<file path="config.mk">
export PLATFORM = sky130hd
export DESIGN_NAME = sico_if_buffer
export DESIGN_NICKNAME = d
export VERILOG_FILES = /design/src/rtl/sico_if_buffer_pkg.sv /design/src/rtl/sico_if_buffer_mem.sv /design/src/rtl/sico_if_buffer.sv
export SDC_FILE = /design/constraint.sdc
export NUM_CORES = 1
export LEC_CHECK = 0
export CAP_MARGIN = 40
export CORE_UTILIZATION = 38
export CTS_BUF_LIST = sky130_fd_sc_hd__clkbuf_8
export CTS_CLUSTER_DIAMETER = 150
export DETAILED_ROUTE_END_ITERATION = 8
export PLACE_DENSITY_LB_ADDON = 0.05
export RECOVER_POWER = 25
export SYNTH_ARGS = -nofsm -noshare
export SYNTH_HDL_FRONTEND = slang
export SYNTH_SLANG_ARGS = --single-unit
export TNS_END_PERCENT = 30
</file>
<file path="constraint.sdc">
create_clock -name clk_i -period 3.8 [get_ports clk_i]
set_clock_uncertainty 0.1 [all_clocks]
set_input_delay 0.38 -clock clk_i [delete_from_list [all_inputs] [get_ports clk_i]]
set_output_delay 0.38 -clock clk_i [all_outputs]
set_load 0.01 [all_outputs]
</file>
<file path="src/rtl/sico_if_buffer_pkg.sv">
// Shared helpers for the SiCo interface buffer: width arithmetic and occupancy op codes.
package sico_if_buffer_pkg;

  // Ceiling log2, usable in constant expressions; returns 0 for values <= 1.
  function automatic int sico_clog2(input int value);
    int result;
    result = 0;
    for (int i = 0; i < 31; i++) begin
      if ((1 << i) < value) result = i + 1;
    end
    return result;
  endfunction

  // Occupancy counter width: one extra bit so a full FIFO (count == DEPTH) is representable.
  function automatic int sico_count_width(input int depth);
    return sico_clog2(depth) + 1;
  endfunction

  typedef enum logic [1:0] {
    OCC_KEEP = 2'd0,
    OCC_INC  = 2'd1,
    OCC_DEC  = 2'd2,
    OCC_CLR  = 2'd3
  } occ_op_e;

endpackage

</file>
<file path="src/rtl/sico_if_buffer_mem.sv">
// DEPTH x WIDTH register array with one synchronous write port and one asynchronous read port.
module sico_if_buffer_mem #(
  parameter int WIDTH = 1,
  parameter int DEPTH = 4,
  parameter int AW    = 2
) (
  input  logic             clk,
  input  logic             we,
  input  logic [AW-1:0]    waddr,
  input  logic [WIDTH-1:0] wdata,
  input  logic [AW-1:0]    raddr,
  output logic [WIDTH-1:0] rdata
);

  logic [WIDTH-1:0] mem [DEPTH];

  // Contents are don't-care after reset, so the array carries no reset.
  always_ff @(posedge clk) begin
    if (we) mem[waddr] <= wdata;
  end

  assign rdata = mem[raddr];

endmodule

</file>
<file path="src/rtl/sico_if_buffer.sv">
// Elastic FIFO between the SiCo interface player and the DUT, with occupancy/peak/stall statistics.
module sico_if_buffer
  import sico_if_buffer_pkg::*;
#(
  parameter int WIDTH = 1,
  parameter int DEPTH = 4,
  parameter int CNTW  = 32
) (
  input  logic                               clk_i,
  input  logic                               rst_i,
  input  logic [WIDTH-1:0]                   data_i,
  input  logic                               valid_i,
  output logic                               hold_o,
  output logic [WIDTH-1:0]                   data_o,
  output logic                               valid_o,
  input  logic                               ready_i,
  input  logic                               flush_i,
  output logic [sico_count_width(DEPTH)-1:0] count_o,
  output logic [sico_count_width(DEPTH)-1:0] peak_o,
  output logic [CNTW-1:0]                    stall_o
);

  localparam int AW = sico_clog2(DEPTH);
  localparam int CW = sico_count_width(DEPTH);

  if (DEPTH < 2 || (DEPTH & (DEPTH - 1)) != 0) begin : g_bad_depth
    $error("sico_if_buffer: DEPTH must be a power of two and at least 2");
  end
  if (WIDTH < 1 || WIDTH > 1024) begin : g_bad_width
    $error("sico_if_buffer: WIDTH must be in 1..1024");
  end

  // Handshake: a beat moves on a rising edge when its valid is high and the
  // receiving side is not blocking (push: valid_i && !hold_o, pop: valid_o && ready_i).
  logic [AW-1:0]    wr_ptr, rd_ptr;
  logic [CW-1:0]    count_q, peak_q, count_nxt;
  logic [CNTW-1:0]  stall_q;
  logic [WIDTH-1:0] rdata;
  logic             full, push, pop;
  occ_op_e          occ_op;

  assign full    = (count_q == CW'(DEPTH));
  assign hold_o  = full;
  assign valid_o = (count_q != '0);
  assign push    = valid_i && !full && !flush_i;
  assign pop     = valid_o && ready_i && !flush_i;
  assign data_o  = valid_o ? rdata : '0;
  assign count_o = count_q;
  assign peak_o  = peak_q;
  assign stall_o = stall_q;

  always_comb begin
    occ_op    = OCC_KEEP;
    count_nxt = count_q;
    if (flush_i)           occ_op = OCC_CLR;
    else if (push && !pop) occ_op = OCC_INC;
    else if (pop && !push) occ_op = OCC_DEC;
    case (occ_op)
      OCC_INC: count_nxt = count_q + CW'(1);
      OCC_DEC: count_nxt = count_q - CW'(1);
      OCC_CLR: count_nxt = '0;
      default: count_nxt = count_q;
    endcase
  end

  always_ff @(posedge clk_i or posedge rst_i) begin
    if (rst_i) begin
      wr_ptr  <= '0;
      rd_ptr  <= '0;
      count_q <= '0;
      peak_q  <= '0;
      stall_q <= '0;
    end else begin
      count_q <= count_nxt;
      if (flush_i) begin
        wr_ptr <= '0;
        rd_ptr <= '0;
      end else begin
        if (push) wr_ptr <= wr_ptr + AW'(1);
        if (pop)  rd_ptr <= rd_ptr + AW'(1);
      end
      if (count_nxt > peak_q) peak_q <= count_nxt;
      // Stall statistic survives flush and saturates instead of wrapping.
      if (valid_i && hold_o && stall_q != '1) stall_q <= stall_q + CNTW'(1);
    end
  end

  sico_if_buffer_mem #(
    .WIDTH(WIDTH),
    .DEPTH(DEPTH),
    .AW   (AW)
  ) u_mem (
    .clk  (clk_i),
    .we   (push),
    .waddr(wr_ptr),
    .wdata(data_i),
    .raddr(rd_ptr),
    .rdata(rdata)
  );

endmodule

</file>
==> key figures <==
Run status
  – Outcome: finished clean

Synth
  – Ranking of synthesized cells by area: dfrtp_1 (44%), xnor2_1 (7.0%), xor2_1 (5.5%)
  – Yosys top cell by area: dfrtp_1
  – #FFs+latches synth: between 40 and 50
  – Post-Syn Area: about 2400 µm²
  – Syn nets: ~240
  – Yosys Warn Count: 0
  – Post-synth EDFFs: 4
  – Synth Area per Inst: around 11 µm²
  – Ys flop type: dfrtp_1
  – FFs w/ async S/R, synth: 0.913
  – Mapped Cells: 219
  – Sequential share of the synthesized area: 0.492
  – Top-area cell type share of the netlist area: 0.442
  – Post-synth cell types: 39

Routing
  – DRT iter0 DRCs: 35
  – Drt pass-1 iters: 4
  – Vias: roughly 1700
  – # DRC: 0
  – Via density: 4.95
  – Per-cell routed wire length: approximately 13 µm
  – Final WL: roughly 4600 µm
  – Antenna-violating nets left: 0

Placed design
  – GPL Wtd Cong: between 0.7 and 0.8
  – Port Buffer Count: between 40 and 50
  – Pre-CTS WS: 0.113 ns
  – HPWL after detailed placement: approximately 3500 µm

STA
  – Fin worst setup slack: between 0.2 and 0.25 ns
  – Slew Viols, Final: 0
  – # setup viols final: 0
  – Period utilization: 0.936
  – Setup repair after global routing missed its margin: no
  – Setup TNS Final: 0 ns
  – Final Hold Fails: 0
  – Slew Limit Headroom: 0.289
  – Slew @ Worst Pin: 1.07 ns
  – Minimum clock period: between 3 and 4 ns
  – F_max: ~280 MHz

Pwr
  – Pint: roughly 0.001 W
  – Pwr/cell area: between 400 and 500 nW/µm²
  – Total power: between 0.001 and 0.0015 W
  – Comb pwr share: 0.368
  – Sequential fraction of design power: 0.437
  – Peak VDD IR: ~0.32 mV
  – Clk pwr share: 0.196
  – Cell leakage power: between 1 and 1.5 nW
  – Net Sw Frac: 0.314
  – Sw Pwr: 0.000445 W

Hold path
  – Worst min-delay path class: in -> async

Critical path
  – Critical path launch point type: register
  – Crit-path cells: or3_4 > and2_2 > a21o_1 > ha_1 > fa_1 > xor2_1 > nor2_1 > o21ai_1 > nand2_1 > ha_4 > a21oi_1 > a31oi_2 > mux2_2
  – Critical R2R Launch: count_o[1]
  – Worst Path Required: 3.88 ns
  – Kind of critical path: reg -> reg
  – Slowest CP cell: dfrtp_2
  – CP peak stage delay: roughly 0.43 ns
  – Worst setup EP type: register
  – Crit path DAT: between 3 and 4 ns
  – Setup crit start: count_o[1]
  – Critical Path Fanout Max: 5

GRT
  – Largest net degree at the start of global routing: 20
  – Overflow after GRT: 0
  – First-pass GRT wire length: between 7000 and 8000 µm
  – GRT Total Usage: 0.153
  – Initial antenna violation count: 0
  – Vias in the first global route: approximately 1600

Clock network
  – Clock Path Buffers: 2
  – CTS tree: built
  – Cts bufs inserted: 5
  – CTS clk-pin slew, worst paths: about 0.080 ns
  – Post-CTS Hold Fix Bufs: 0
  – Clk Tree Root Cell: clkbuf_8
  – CTS sink cnt: 46
  – Clock Latency Late Sink: 0.29 ns
  – Htree depth: 2

Die
  – I/O Pins: between 40 and 50
  – Starting Density: 0.397
  – Total core area: approximately 6000 µm²
  – Die Y: 81.1 µm
  – Die ar.: approximately 6600 µm²
  – Die width: approximately 81 µm
  – Placement Rows: 28

Finish
  – Antenna cells: 0
  – Area growth syn-to-layout: 29.2%
  – Share of layout cells above drive strength 1: 0.101
  – FILL cells: 563
  – Final Net Count: around 290

Job
  – MaxCap Viol Count: 0
## sequential cells by signal (all words and copies together) (netlist names)
name / count
stall_o: 32
u_mem.mem: 4
count_o: 3
peak_o: 3
rd_ptr: 2
wr_ptr: 2
## logic make-up after synthesis
kind of cell    after synthesis  synth area share
buf+inv                      15            0.0242
compound gates               13            0.0389
flops                        46             0.492
simple gates                 94             0.226
fa+ha+maj                    11            0.0610
xor+xnor                     34             0.125
mux                           6            0.0326
## what timing repair did
action	in CTS	in global routing
setup buffers	0	1
endpoints found under the setup margin	0	3
endpoints found under the hold margin	0	0
resized for setup	0	7
## power by group through the flow
stage	logic, W	registers, W	clock network [W]
3_5_place_dp	0.000480	0.000630	0
6_report	0.000521	0.000619	0.000277
2_1_floorplan	0.000269	0.000641	0
3_3_place_gp	0.000473	0.000631	0
4_1_cts	0.000482	0.000621	0.000290
5_1_grt	0.000584	0.000629	0.000313
## critical path: cells and delay by family, from the launching register on
kind            cells  cell delay [ns]
mux                 1             0.36
simple gates        4             0.83
xor+xnor            1             0.18
fa+ha+maj           3             0.91
compound gates      4             0.64
flops               1             0.43
## cell usage after synthesis, types with 2 or more instances
cell,number
dfrtp_1,42
nor2_1,21
xnor2_1,19
nand2_1,15
xor2_1,15
inv_1,14
nand4_1,13
ha_1,10
nand3_1,9
and2_1,8
nor3_1,6
edfxtp_1,4
mux2_2,4
nor3b_1,4
o21ai_0,4
nor4_1,3
a2111oi_0,2
a21o_1,2
a31oi_1,2
and3_1,2
nand2b_1,2
## layout by cell type, fill, tap and decap left out, drive strengths merged, types with 2 or more instances in the layout
cell type	n
clkbuf	7
nor3	6
xnor2	19
nand4bb	2
a31oi	2
a21o	2
dfrtp	42
and3	3
edfxtp	4
nand2b	2
xor2	15
nor3b	4
nor2	21
dlygate4sd3	2
clkdlybuf4s50	44
ha	10
or4	2
and2	8
a2111oi	2
nor4	4
nand2	15
mux2	4
inv	15
nand3	9
o21ai	4
clkinv	2
nand4	14
buf	4
## layer usage
layer,up-vias,GRT usage,part of all wire
met5,-,0,0
met4,0,0.0482,0.011
met3,5,0.0315,0.030
met2,32,0.218,0.44
met1,832,0.229,0.52
li1,879,-,-
## final timing paths
check                              endpoint  slack (ns)  cells after the start
worst max-delay path              peak_o[1]        0.24                     13
worst max register to register    peak_o[1]        0.24                     13
worst min-delay path              peak_o[2]        0.33                      2
worst min register to register  stall_o[14]        0.40                      1
min in group clk_i              stall_o[14]        0.40                      1
max in group asynchronous       stall_o[24]        1.22                      4
## through the flow
| step | area (µm²) | hold slack, ns | util | std cells |
|---|---|---|---|---|
| after CTS | 3070 | 0.235 | 0.512 | 352 |
| final | 3070 | 0.330 | 0.513 | 353 |
| after detailed placement | 2990 | 0.383 | 0.499 | 344 |
| after global routing | 3070 | 0.366 | 0.513 | 353 |
| after floorplan | 2380 | 0.346 | - | 219 |
| after global placement | 2960 | 0.382 | 0.494 | 343 |
## final cells by class
class	count	area, µm²	share of cell area
tap	75	93.8	0.0305
sequential	46	1170	0.381
clock buffer	5	68.8	0.0224
multi-input combinational	158	1180	0.383
clock inverter	3	12.5	0.00407
timing repair buffer	52	498	0.162
inverter	14	52.6	0.0171
No activity file was read; power rests on OpenSTA's default activity.
